**config.mk**
```make
export PLATFORM = sky130hd
export DESIGN_NAME = regfile_mp_sb
export DESIGN_NICKNAME = d
export VERILOG_FILES = /design/src/rtl/regfile_mp_sb.sv
export SDC_FILE = /design/constraint.sdc
export NUM_CORES = 2
export LEC_CHECK = 0
export CELL_PAD_IN_SITES_DETAIL_PLACEMENT = 1
export CELL_PAD_IN_SITES_GLOBAL_PLACEMENT = 2
export CORE_ASPECT_RATIO = 0.7
export CORE_MARGIN = 5
export CORE_UTILIZATION = 40
export CTS_CLUSTER_DIAMETER = 120
export DETAILED_ROUTE_END_ITERATION = 10
export GPL_TIMING_DRIVEN = 0
export PLACE_DENSITY_LB_ADDON = 0.1
export RECOVER_POWER = 25
export SLEW_MARGIN = 0
export SYNTH_ARGS = -nofsm -noshare
export SYNTH_HDL_FRONTEND = slang
export SYNTH_SLANG_ARGS = --single-unit
```
**constraint.sdc**
```tcl
create_clock -name clk -period 2.35 [get_ports clk]
set_input_delay 0.47 -clock clk [delete_from_list [all_inputs] [get_ports clk]]
set_output_delay 0.47 -clock clk [all_outputs]
set_load 0.02 [all_outputs]
```
**src/rtl/regfile_mp_sb.sv**
```systemverilog
// rtl/regfile_mp_sb.sv - parametrised multi-port register file with write-first bypass and busy scoreboard
module regfile_mp_sb #(
    parameter int DATA_W   = 32,
    parameter int ADDR_W   = 5,
    parameter int NUM_RD   = 3,
    parameter int ZERO_REG = 1
) (
    input  logic                       clk,
    input  logic                       rst_n,
    input  logic [NUM_RD*ADDR_W-1:0]   rd_addr,
    output logic [NUM_RD*DATA_W-1:0]   rd_data,
    output logic [NUM_RD-1:0]          rd_busy,
    input  logic                       wr0_en,
    input  logic [ADDR_W-1:0]          wr0_addr,
    input  logic [DATA_W-1:0]          wr0_data,
    input  logic                       wr1_en,
    input  logic [ADDR_W-1:0]          wr1_addr,
    input  logic [DATA_W-1:0]          wr1_data,
    input  logic                       sb_set_en,
    input  logic [ADDR_W-1:0]          sb_set_addr,
    output logic                       busy_any
);

    localparam int DEPTH = 1 << ADDR_W;

    logic [DATA_W-1:0] regs     [DEPTH];
    logic [DEPTH-1:0]  busy;
    logic [DEPTH-1:0]  busy_next;
    logic [ADDR_W-1:0] rd_a     [NUM_RD];
    logic [DATA_W-1:0] fwd_data [NUM_RD];
    logic [NUM_RD-1:0] fwd_busy;

    // Unpack the flat read-address bus into one address per port.
    for (genvar p = 0; p < NUM_RD; p++) begin : g_rd_addr
        assign rd_a[p] = rd_addr[p*ADDR_W +: ADDR_W];
    end

    // Next busy state: a retiring write clears, a new issue sets, and set wins on collision.
    always_comb begin
        busy_next = busy;
        for (int j = 0; j < DEPTH; j++) begin
            if ((wr0_en && wr0_addr == ADDR_W'(j)) || (wr1_en && wr1_addr == ADDR_W'(j)))
                busy_next[j] = 1'b0;
            if (sb_set_en && sb_set_addr == ADDR_W'(j))
                busy_next[j] = 1'b1;
            if (ZERO_REG != 0 && j == 0)
                busy_next[j] = 1'b0;
        end
    end

    // Write-first read mux: wr1 beats wr0 beats the stored value; r0 is hardwired when enabled.
    always_comb begin
        for (int p = 0; p < NUM_RD; p++) begin
            if (ZERO_REG != 0 && rd_a[p] == '0)
                fwd_data[p] = '0;
            else if (wr1_en && wr1_addr == rd_a[p])
                fwd_data[p] = wr1_data;
            else if (wr0_en && wr0_addr == rd_a[p])
                fwd_data[p] = wr0_data;
            else
                fwd_data[p] = regs[rd_a[p]];
            fwd_busy[p] = busy_next[rd_a[p]];
        end
    end

    // Register array update; wr1 overrides wr0 on the same address, r0 writes dropped when hardwired.
    always_ff @(posedge clk or negedge rst_n) begin
        if (!rst_n) begin
            for (int j = 0; j < DEPTH; j++)
                regs[j] <= '0;
        end else begin
            for (int j = 0; j < DEPTH; j++) begin
                if (!(ZERO_REG != 0 && j == 0)) begin
                    if (wr1_en && wr1_addr == ADDR_W'(j))
                        regs[j] <= wr1_data;
                    else if (wr0_en && wr0_addr == ADDR_W'(j))
                        regs[j] <= wr0_data;
                end
            end
        end
    end

    // Scoreboard state and its summary flag, both reflecting the post-edge busy set.
    always_ff @(posedge clk or negedge rst_n) begin
        if (!rst_n) begin
            busy     <= '0;
            busy_any <= 1'b0;
        end else begin
            busy     <= busy_next;
            busy_any <= |busy_next;
        end
    end

    // Registered read outputs, one slice per port.
    always_ff @(posedge clk or negedge rst_n) begin
        if (!rst_n) begin
            rd_data <= '0;
            rd_busy <= '0;
        end else begin
            for (int p = 0; p < NUM_RD; p++)
                rd_data[p*DATA_W +: DATA_W] <= fwd_data[p];
            rd_busy <= fwd_busy;
        end
    end

endmodule
```
==> run metrics <==
Worst setup SP type=input pin; Crit path top cell by count=o21ai_0; Seq cells post-synth=1123; Power Density=952.4 mW/mm^2; Placed Area=0.08247 mm^2; async set or reset register ratio after synthesis=1.000; Post-synth EDFFs=0; CTS Buf Count=145; drt wl/cell=52.46 um; Pint=52.36 mW; fillers=20020; Root Buffer=clkbuf_16; Critical Path Source=rd_addr[1]; num ports=199; layout cells sized above 1=0.2711; Avg Cell Area, Syn=11.19 um^2; Clk network pwr share=0.277; status=finished with violations; NumNets Final=7383; global-route wire length before repair=669900 um; Hold Buf Count CTS=2; WS Path Type=input pin to flop; period utilization=1.089; Seq/Total Area, Yosys=0.3644; HPWL Detailed=404500 um; CP Data Required Time=3070 ps; fmax=390.7 MHz; worst rel slew slack=-0.1577; failing checks=negative hold slack, max-capacitance violations, max-slew violations, negative setup slack; H-Tree Level Count=4; Final Cell Area=0.09157 mm^2; chip width=534.8 um; worst skew pair latency=880 ps; synthesis warning total=32; flop-to-flop setup slack=-140 ps; DRC viols=0; Site Rows=134; Top FF cell, synth=dfrtp_1; Tot GR Track Use=0.5022; DR vias=74060; syn nets=6991; Placer Congestion=1.069; CTS tree=yes; clock skew=52.31 ps; port bufs=123; final-report max-slew violation count=339; final setup margin=-209.4 ps; final setup vio count=149; Worst path slowest cell=a22o_1; Post-DRT Antenna Nets=0; crit end category=flop; final hold violations=148; cell chain of the critical path=buf_2 > nor2b_1 > clkbuf_2 > clkbuf_4 > a22o_1 > mux4_2 > mux2i_1 > o21ai_0 > o21ai_0 > nor2_1; largest net degree at the start of global routing=164; setup TNS=-7073 ps; R2R cell count=6; CP Max Fanout=10; Critical Path End=rd_data[31]; core footprint=0.1911 mm^2; FF-to-FF End=rd_data[52]; VDD IR max=0.0005747 V; Initial Util=0.4034; worst min path class=input pin to asynchronous set/reset pin; dpl ws=-3144 ps; switch share=0.3997; Reg power frac=0.356; Leak=40.44 nW; Fin Hold WS=-366.4 ps; RSZ-0062 raised after global routing=yes; synthesis-to-finish area growth=18.75%; final wirelength=521600 um; CP arrival=3280 ps; max-cap violation count=5; die area=0.2018 mm^2; Worst-path clk slew=60 ps; Worst Tran Pin Value=1737 ps; 1st-iter DRT viols=13460; FF-to-FF Start=regs[788]; DR pass1 iterations=6; Via density=7.449; die height=377.3 um; vias in the first global route=69450; TritonCTS Sinks=1123; Max clock buf depth=4; grt ovf=0; Comb pwr share=0.368; crit path time final=2559 ps; Synth Instances=6892; initial antenna violation count=50; Switching Power=34.85 mW; slowest stage delay, CP=510 ps; synthesized area=0.07711 mm^2; distinct cell type count after synthesis=73
## per-layer routing
layer | routed length (um) | track usage | up-vias
met5 | 3859 | 0.1229 | -
met2 | 187700 | 0.6040 | 7106
li1 | - | - | 26610
met4 | 27910 | 0.2225 | 57
met3 | 105500 | 0.3875 | 1309
met1 | 196700 | 0.6368 | 38980
## cell families after synthesis
family | count (synthesis) | synth area share
DFF | 1123 | 0.3644
AOI/OAI and AO/OA | 1454 | 0.1022
muxes | 2069 | 0.4115
xor gates and xnor gates | 30 | 0.003407
and+or+nand+nor | 1305 | 0.07002
buffers and inverters | 911 | 0.04850
## cell usage after synthesis, types with 5 or more instances
master,number,area (um^2)
dfrtp_1,1123,28100
nor4b_1,5,43.79
nor3_1,5,25.02
and4b_1,5,50.05
buf_6,5,56.30
buf_2,160,800.8
nor2b_1,17,106.4
xnor2_1,6,52.55
a22oi_1,7,52.55
buf_4,17,127.6
a22o_1,95,832.1
a32o_1,11,110.1
inv_1,11,41.29
nor2_1,734,2755
o211ai_1,5,37.54
and3_1,6,37.54
nor4_1,12,75.07
xor2_1,24,210.2
clkbuf_2,15,75.07
mux2i_1,1102,11030
a21oi_1,709,3548
nand2_2,5,31.28
clkbuf_1,561,2106
mux4_2,871,19620
a31oi_1,13,81.33
nand2_1,442,1659
and2_1,7,43.79
nand3_1,10,50.05
nand2b_1,13,81.33
o21ai_0,585,2928
buf_1,138,518.0
mux2_2,96,1081
## critical path: cells and delay by family
family                 cells  cell delay (ps)
muxes                      2              430
and+or+nand+nor            2              580
AOI/OAI and AO/OA          3              870
buffers and inverters      3              900
## placed cells by master, fill, tap and decap left out, types with 108 or more instances in the layout
cell type     n
clkbuf_2    108
o21ai_0     505
mux4_2      871
buf_4       141
dfrtp_1    1107
nand2_1     421
a21oi_1     706
nor2_1      681
mux2i_1    1079
clkbuf_16   159
clkbuf_1    394
## how the worst min path moves through the flow
stage,startpoint,end,slack (ps),depth (start not counted)
3_5_place_dp,rst_n,regs[36],560,1
3_3_place_gp,busy[23],busy[23],570,1
6_report,rst_n,regs[69],-370,1
5_1_grt,rst_n,regs[36],-250,1
4_1_cts,rst_n,regs[36],-310,1
2_1_floorplan,rst_n,busy[10],170,0
## metrics by stage
stage                     instances  utilization  total power, mW
final                          9943       0.4791            87.21
after global routing           9904       0.4786            87.96
after CTS                      9829       0.4713            83.44
after detailed placement       9551       0.4315            58.96
after global placement         9531       0.4287            57.89
after floorplan                6892            -            44.82
## power groups by stage
stage          Clock (mW)  Combinational, mW  Sequential [mW]
6_report             24.1               32.1             31.0
5_1_grt              24.7               32.0             31.3
4_1_cts              23.9               29.3             30.3
3_5_place_dp            0               28.4             30.6
3_3_place_gp            0               27.6             30.3
2_1_floorplan           0               16.0             28.9
## flip-flops by register name (all words and copies together), names as in the netlist
| name | count |
|---|---|
| busy | 31 |
| busy_any | 1 |
| rd_busy | 3 |
| regs | 992 |
| rd_data | 96 |
## layout make-up
cell class	instances	area (um^2)	area share
sequential	1123	28120	0.3071
clock inverter	38	520.5	0.005684
timing repair buffer	258	2783	0.03039
antenna	46	115.1	0.001257
multi-input combinational	4858	46670	0.5097
tap	2516	3148	0.03438
inverter	15	56.30	0.0006149
buffer	883	5888	0.06430
clock buffer	206	4265	0.04658
## repair_timing
item / in CTS / in global routing
gates resized for setup: 775 / 305
hold endpoints to repair: 150 / 148
setup endpoints to repair: 1064 / 483
pin swaps: 29 / 53
gates cloned: 2 / 3
setup buffers: 42 / 66
Power figures use the tool's default switching activity.
